[src/rtl/ap_ctrl_initiator.sv]
// Batch initiator for an ap_ctrl_chain kernel: issues cmd_count starts, bounded by MAX_OUT in flight.
// Optional batch latency measurement is enabled by defining AP_CTRL_INIT_LATENCY_EN.
module ap_ctrl_initiator #(
  parameter int CNT_W   = 16,
  parameter int MAX_OUT = 4,
  parameter int LAT_W   = 32
) (
  input  logic             clock,
  input  logic             reset,
  input  logic             cmd_valid,
  input  logic [CNT_W-1:0] cmd_count,
  output logic             cmd_ready,
  input  logic             cont_stall,
  output logic             ap_start,
  input  logic             ap_ready,
  input  logic             ap_done,
  output logic             ap_continue,
  output logic             busy,
  output logic [CNT_W-1:0] txn_started,
  output logic [CNT_W-1:0] txn_done,
  output logic             all_done,
  output logic [LAT_W-1:0] batch_lat
);
  localparam int OUT_W = $clog2(MAX_OUT + 1);

  typedef enum logic [1:0] {IDLE, RUN, DRAIN} state_t;

  state_t           r_state;
  state_t           w_state_next;
  logic [CNT_W-1:0] r_cmd_count;
  logic [CNT_W-1:0] r_txn_started;
  logic [CNT_W-1:0] r_txn_done;
  logic [OUT_W-1:0] r_outstanding;
  logic             r_all_done;
  logic             w_start_hs;
  logic             w_done_hs;
  logic             w_accept;
  logic             w_zero_cmd;
  logic             w_finish;
  logic [CNT_W-1:0] w_started_next;
  logic [CNT_W-1:0] w_done_next;

  assign cmd_ready   = (r_state == IDLE);
  assign ap_start    = (r_state == RUN) && (r_txn_started < r_cmd_count) &&
                       (r_outstanding < OUT_W'(MAX_OUT));
  assign ap_continue = (r_state != IDLE) && !cont_stall;

  // A done can only belong to an invocation that was already started.
  assign w_start_hs     = ap_start && ap_ready;
  assign w_done_hs      = ap_done && ap_continue && (r_txn_done < r_txn_started);
  assign w_started_next = r_txn_started + CNT_W'(w_start_hs);
  assign w_done_next    = r_txn_done + CNT_W'(w_done_hs);

  always_comb begin
    w_state_next = r_state;
    w_accept     = 1'b0;
    w_zero_cmd   = 1'b0;
    w_finish     = 1'b0;
    case (r_state)
      IDLE: begin
        if (cmd_valid) begin
          if (cmd_count != '0) begin
            w_accept     = 1'b1;
            w_state_next = RUN;
          end else begin
            w_zero_cmd = 1'b1;
          end
        end
      end
      RUN: begin
        if (w_done_next == r_cmd_count) begin
          w_finish     = 1'b1;
          w_state_next = IDLE;
        end else if (w_started_next == r_cmd_count) begin
          w_state_next = DRAIN;
        end
      end
      DRAIN: begin
        if (w_done_next == r_cmd_count) begin
          w_finish     = 1'b1;
          w_state_next = IDLE;
        end
      end
      default: w_state_next = IDLE;
    endcase
  end

  always_ff @(posedge clock) begin
    if (reset) r_state <= IDLE;
    else       r_state <= w_state_next;
  end

  always_ff @(posedge clock) begin
    if (reset) begin
      r_cmd_count   <= '0;
      r_txn_started <= '0;
      r_txn_done    <= '0;
      r_outstanding <= '0;
      r_all_done    <= 1'b0;
    end else begin
      r_all_done <= w_finish || w_zero_cmd;
      if (w_accept) begin
        r_cmd_count   <= cmd_count;
        r_txn_started <= '0;
        r_txn_done    <= '0;
        r_outstanding <= '0;
      end else if (r_state != IDLE) begin
        r_txn_started <= w_started_next;
        r_txn_done    <= w_done_next;
        case ({w_start_hs, w_done_hs})
          2'b10:   r_outstanding <= r_outstanding + 1'b1;
          2'b01:   r_outstanding <= r_outstanding - 1'b1;
          default: r_outstanding <= r_outstanding;
        endcase
      end
    end
  end

  assign busy        = (r_state != IDLE);
  assign txn_started = r_txn_started;
  assign txn_done    = r_txn_done;
  assign all_done    = r_all_done;

`ifdef AP_CTRL_INIT_LATENCY_EN
  logic [LAT_W-1:0] r_lat_cnt;
  logic [LAT_W-1:0] r_batch_lat;
  logic [LAT_W-1:0] w_lat_inc;

  // The finishing cycle itself is counted, hence the incremented value on load.
  assign w_lat_inc = (&r_lat_cnt) ? r_lat_cnt : r_lat_cnt + 1'b1;

  always_ff @(posedge clock) begin
    if (reset) begin
      r_lat_cnt   <= '0;
      r_batch_lat <= '0;
    end else begin
      if (w_accept)               r_lat_cnt <= '0;
      else if (r_state != IDLE)   r_lat_cnt <= w_lat_inc;
      if (w_finish)               r_batch_lat <= w_lat_inc;
    end
  end

  assign batch_lat = r_batch_lat;
`else
  assign batch_lat = '0;
`endif

endmodule

[config.mk]
export PLATFORM = sky130hd
export DESIGN_NAME = ap_ctrl_initiator
export DESIGN_NICKNAME = d
export VERILOG_FILES = /design/src/rtl/ap_ctrl_initiator.sv
export SDC_FILE = /design/constraint.sdc
export NUM_CORES = 1
export LEC_CHECK = 0
export BUFFER_PORTS_ARGS = -buffer_cell sky130_fd_sc_hd__buf_2
export CAP_MARGIN = 20
export CORE_ASPECT_RATIO = 0.75
export CORE_MARGIN = 8
export CORE_UTILIZATION = 50
export DETAILED_ROUTE_END_ITERATION = 8
export PLACE_DENSITY_LB_ADDON = 0.2
export SLEW_MARGIN = 10
export SYNTH_ARGS = -nofsm -noshare
export SYNTH_HDL_FRONTEND = slang
export SYNTH_SLANG_ARGS = --single-unit
[constraint.sdc]
create_clock -name clock -period 5 [get_ports clock]
set_clock_uncertainty 0.2 [all_clocks]
set_input_delay 0.5 -clock clock [delete_from_list [all_inputs] [get_ports clock]]
set_output_delay 0.5 -clock clock [all_outputs]
set_load 0.02 [all_outputs]
==> impl_metrics.toml <==
[die]
fp-row-count = 29
core_area_um2 = 8530
start_util = 0.519
dieHeight_um = 97.5
die_area_um2 = 12100
die_w_um = 125
io_pins = 91

[placement]
routabilityCongestion = 0.876
detailed_place.area_um2 = 4690
placement.io_buffers = 58
place_ws_ns = 0.528
dp.final_hpwl_mm = 9.58
place_inst = 698

[final_layout]
areaGrowthSynthToFinish_pct = 8.97
fin_cells = 705
n_fill_cell = 817
antenna_cells_inserted = 0
final_design_area_no_fill_um2 = 4820
drive_gt1_frac = 0.139
final_net_count = 658

[clock_network]
cts_resized = 0
clk_pin_slew_ns = 0.07
cts.htree.levels = 2
cts_sinks = 54
cts-root-to-sink-buffers = 2
cts_made_buffers = 5
postCtsSetupRepairBufs = 0
source_to_sink_clock_delay_at_the_later_pin_of_the_worst_skew_pair_ns = 0.30
clock_tree.root_cell = "sky130_fd_sc_hd__clkbuf_16"
hold_buffers = 0
tritoncts = "done"

[logic_synthesis]
ys_ff_latch = 54
synthMostInstantiatedCell = "sky130_fd_sc_hd__nor2_1"
leading_area_contributor_after_synthesis = "sky130_fd_sc_hd__dfxtp_1"
netlist_top_cells_count = "71 x sky130_fd_sc_hd__nor2_1, 54 x sky130_fd_sc_hd__dfxtp_1, 44 x sky130_fd_sc_hd__xnor2_1"
yosysSeqAreaShare = 0.244
async_flop_share = 0
synth-edff-count = 0
netlist_area_pre_place_um2 = 4420
yosys_warnings = 0
netlist-cell-type-count = 57
post-synth-top-area-fraction = 0.244
ys.flop_type = "sky130_fd_sc_hd__dfxtp_1"
synth_area_per_cell_um2 = 8.04
syn-instance-count = 550
yosys-top-cells-area = "sky130_fd_sc_hd__dfxtp_1 24%, sky130_fd_sc_hd__ha_1 11%, sky130_fd_sc_hd__xnor2_1 8.7%"

[sta]
finalCritPeriodShare = 0.913
final-hold-violation-count = 0
period_needed_ns = 4.57
timing.slew.headroom = 0.530
timing.final.setup_violations = 0
timing_worst_slew_pin_value_ns = 0.705
finalMaxSlewViolations = 0
maxClockFrequency_mhz = 219
fin_setup_tns_ns = 0
final.setup.worst_slack_ns = 0.435
grt_setup_unrepaired = "no"

[critical_path]
worstReg2RegEnd = "r_state[0]"
worst-endpoint-required_ns = 5.03
critical_path.startpoint = "txn_started[1]"
critical_path.endpoint = "r_state[0]"
critical_path_arrival_ns = 4.60
worstRegToRegCells = 15
critical_path_class = "flip-flop to flip-flop"
worst_setup_path_start_kind = "flip-flop"
worst_setup_path_end_kind = "flip-flop"
path_max_fanout = 9
rr_startpoint = "txn_started[1]"
setup.reg_to_reg.worst_slack_ns = 0.43

[global_routing]
globalRouteTotalUtil = 0.196
pin_count_of_the_biggest_net_entering_global_routing = 35
grt_antenna_before_repair = 0
grt_first_pass_wirelength_mm = 19.7
first_global_vias = 3693
global_route_overflow = 0

[power_and_ir_drop]
vdd.ir_drop.worst_v = 0.000125
power_per_cell_area_nw_per_um2 = 268
p_leak_nw = 2.18
total_power_w = 0.00129

[detailed_routing]
post-route-drc-count = 0
routed_wire_length_per_instance_um = 17.1
routed-via-count = 3899
detail_route.iter0.violations = 213
final_antenna_net_count = 0
detail_route.wirelength_mm = 12.1
drt-vias-per-instance = 5.53
drt-pass1-iter-count = 4

[flow_run]
cap_violations = 0

[run_status]
outcome = "completed"

[worst_hold_path]
min_path_type = "primary input to flip-flop"
critical path, cell delays in order, from the launching register on:
cell and delay, ns:
sky130_fd_sc_hd__dfxtp_1 0.47, sky130_fd_sc_hd__ha_1 0.28, sky130_fd_sc_hd__a21o_1 0.16, sky130_fd_sc_hd__a21o_1 0.18, sky130_fd_sc_hd__a21o_1 0.17, sky130_fd_sc_hd__a21o_1 0.17
sky130_fd_sc_hd__a31oi_1 0.25, sky130_fd_sc_hd__o211a_1 0.21, sky130_fd_sc_hd__ha_1 0.22, sky130_fd_sc_hd__nand3_1 0.25, sky130_fd_sc_hd__or4_1 0.68, sky130_fd_sc_hd__or3_4 0.38
sky130_fd_sc_hd__and3_1 0.17, sky130_fd_sc_hd__a211o_1 0.30, sky130_fd_sc_hd__a211oi_2 0.22, sky130_fd_sc_hd__mux2i_1 0.20
layout make-up:
type,count,area [µm²],share of cell area
flip-flops and latches,54,1080,0.224
repair buffers,69,373,0.0774
clock buffers,7,133,0.0275
inverters,43,161,0.0335
multi-input cells,424,2940,0.609
well taps,108,135,0.0280
metal layers:
layer / global-route usage / routed length, µm / share of wire
met5: 0 / 0 / 0
met4: 0.0397 / 80 / 0.0066
met3: 0.0403 / 755 / 0.063
met2: 0.303 / 5350 / 0.44
met1: 0.272 / 5870 / 0.49
cells by family (layout without fill, tap and decap cells):
| group | count (synthesis) | count (layout) | synth area share |
|---|---|---|---|
| muxes | 23 | 23 | 0.0521 |
| adders and majority gates | 39 | 39 | 0.112 |
| xor gates and xnor gates | 66 | 66 | 0.134 |
| AOI/OAI and AO/OA | 77 | 77 | 0.123 |
| other | 1 | 32 | 0.000848 |
| DFF | 54 | 54 | 0.244 |
| and+or+nand+nor | 187 | 187 | 0.215 |
| buffers and inverters | 103 | 119 | 0.118 |
state kept, by name, summed over array words and instances, names as in the netlist:
| register | flops |
|---|---|
| r_state | 2 |
| txn_done | 16 |
| all_done | 1 |
| txn_started | 16 |
| r_outstanding | 3 |
| r_cmd_count | 16 |
stage by stage:
step / utilization / hold WS [ns]
6_report: 0.565 / 0.244
5_1_grt: 0.565 / 0.258
4_1_cts: 0.565 / 0.240
3_5_place_dp: 0.550 / 0.293
3_3_place_gp: 0.550 / 0.283
2_1_floorplan: - / 0.269
layout by cell type (no fill, tap or decap), types with 14 or more instances in the layout:
master,netlist,layout
sky130_fd_sc_hd__dfxtp_1,54,54
sky130_fd_sc_hd__buf_2,6,58
sky130_fd_sc_hd__nand3_1,20,20
sky130_fd_sc_hd__conb_1,1,32
sky130_fd_sc_hd__nor3_1,16,16
sky130_fd_sc_hd__xnor2_1,44,44
sky130_fd_sc_hd__inv_1,43,43
sky130_fd_sc_hd__nand4_1,14,14
sky130_fd_sc_hd__xor2_1,21,21
sky130_fd_sc_hd__o21ai_0,15,15
sky130_fd_sc_hd__nand2_1,18,18
sky130_fd_sc_hd__mux2i_1,23,23
sky130_fd_sc_hd__ha_1,38,38
sky130_fd_sc_hd__nor2_1,71,71
worst min-delay path by stage:
| stage | from | endpoint | cells after the start |
|---|---|---|---|
| 2_1_floorplan | r_state[0] | r_state[0] | 2 |
| 3_3_place_gp | r_state[0] | r_state[0] | 2 |
| 3_5_place_dp | r_state[0] | r_state[0] | 2 |
| 4_1_cts | cmd_count[12] | r_cmd_count[12] | 3 |
| 5_1_grt | cmd_count[5] | r_cmd_count[5] | 3 |
| 6_report | cmd_count[0] | r_cmd_count[0] | 3 |
power breakdown:
part / internal, W / total, W / switching, W
clock: 0.000184 / 0.000340 / 0.000156
combinational: 0.000178 / 0.000455 / 0.000276
sequential: 0.000456 / 0.000496 / 0.0000399
total: 0.000818 / 0.00129 / 0.000472
(Power assumes the default switching activity.)
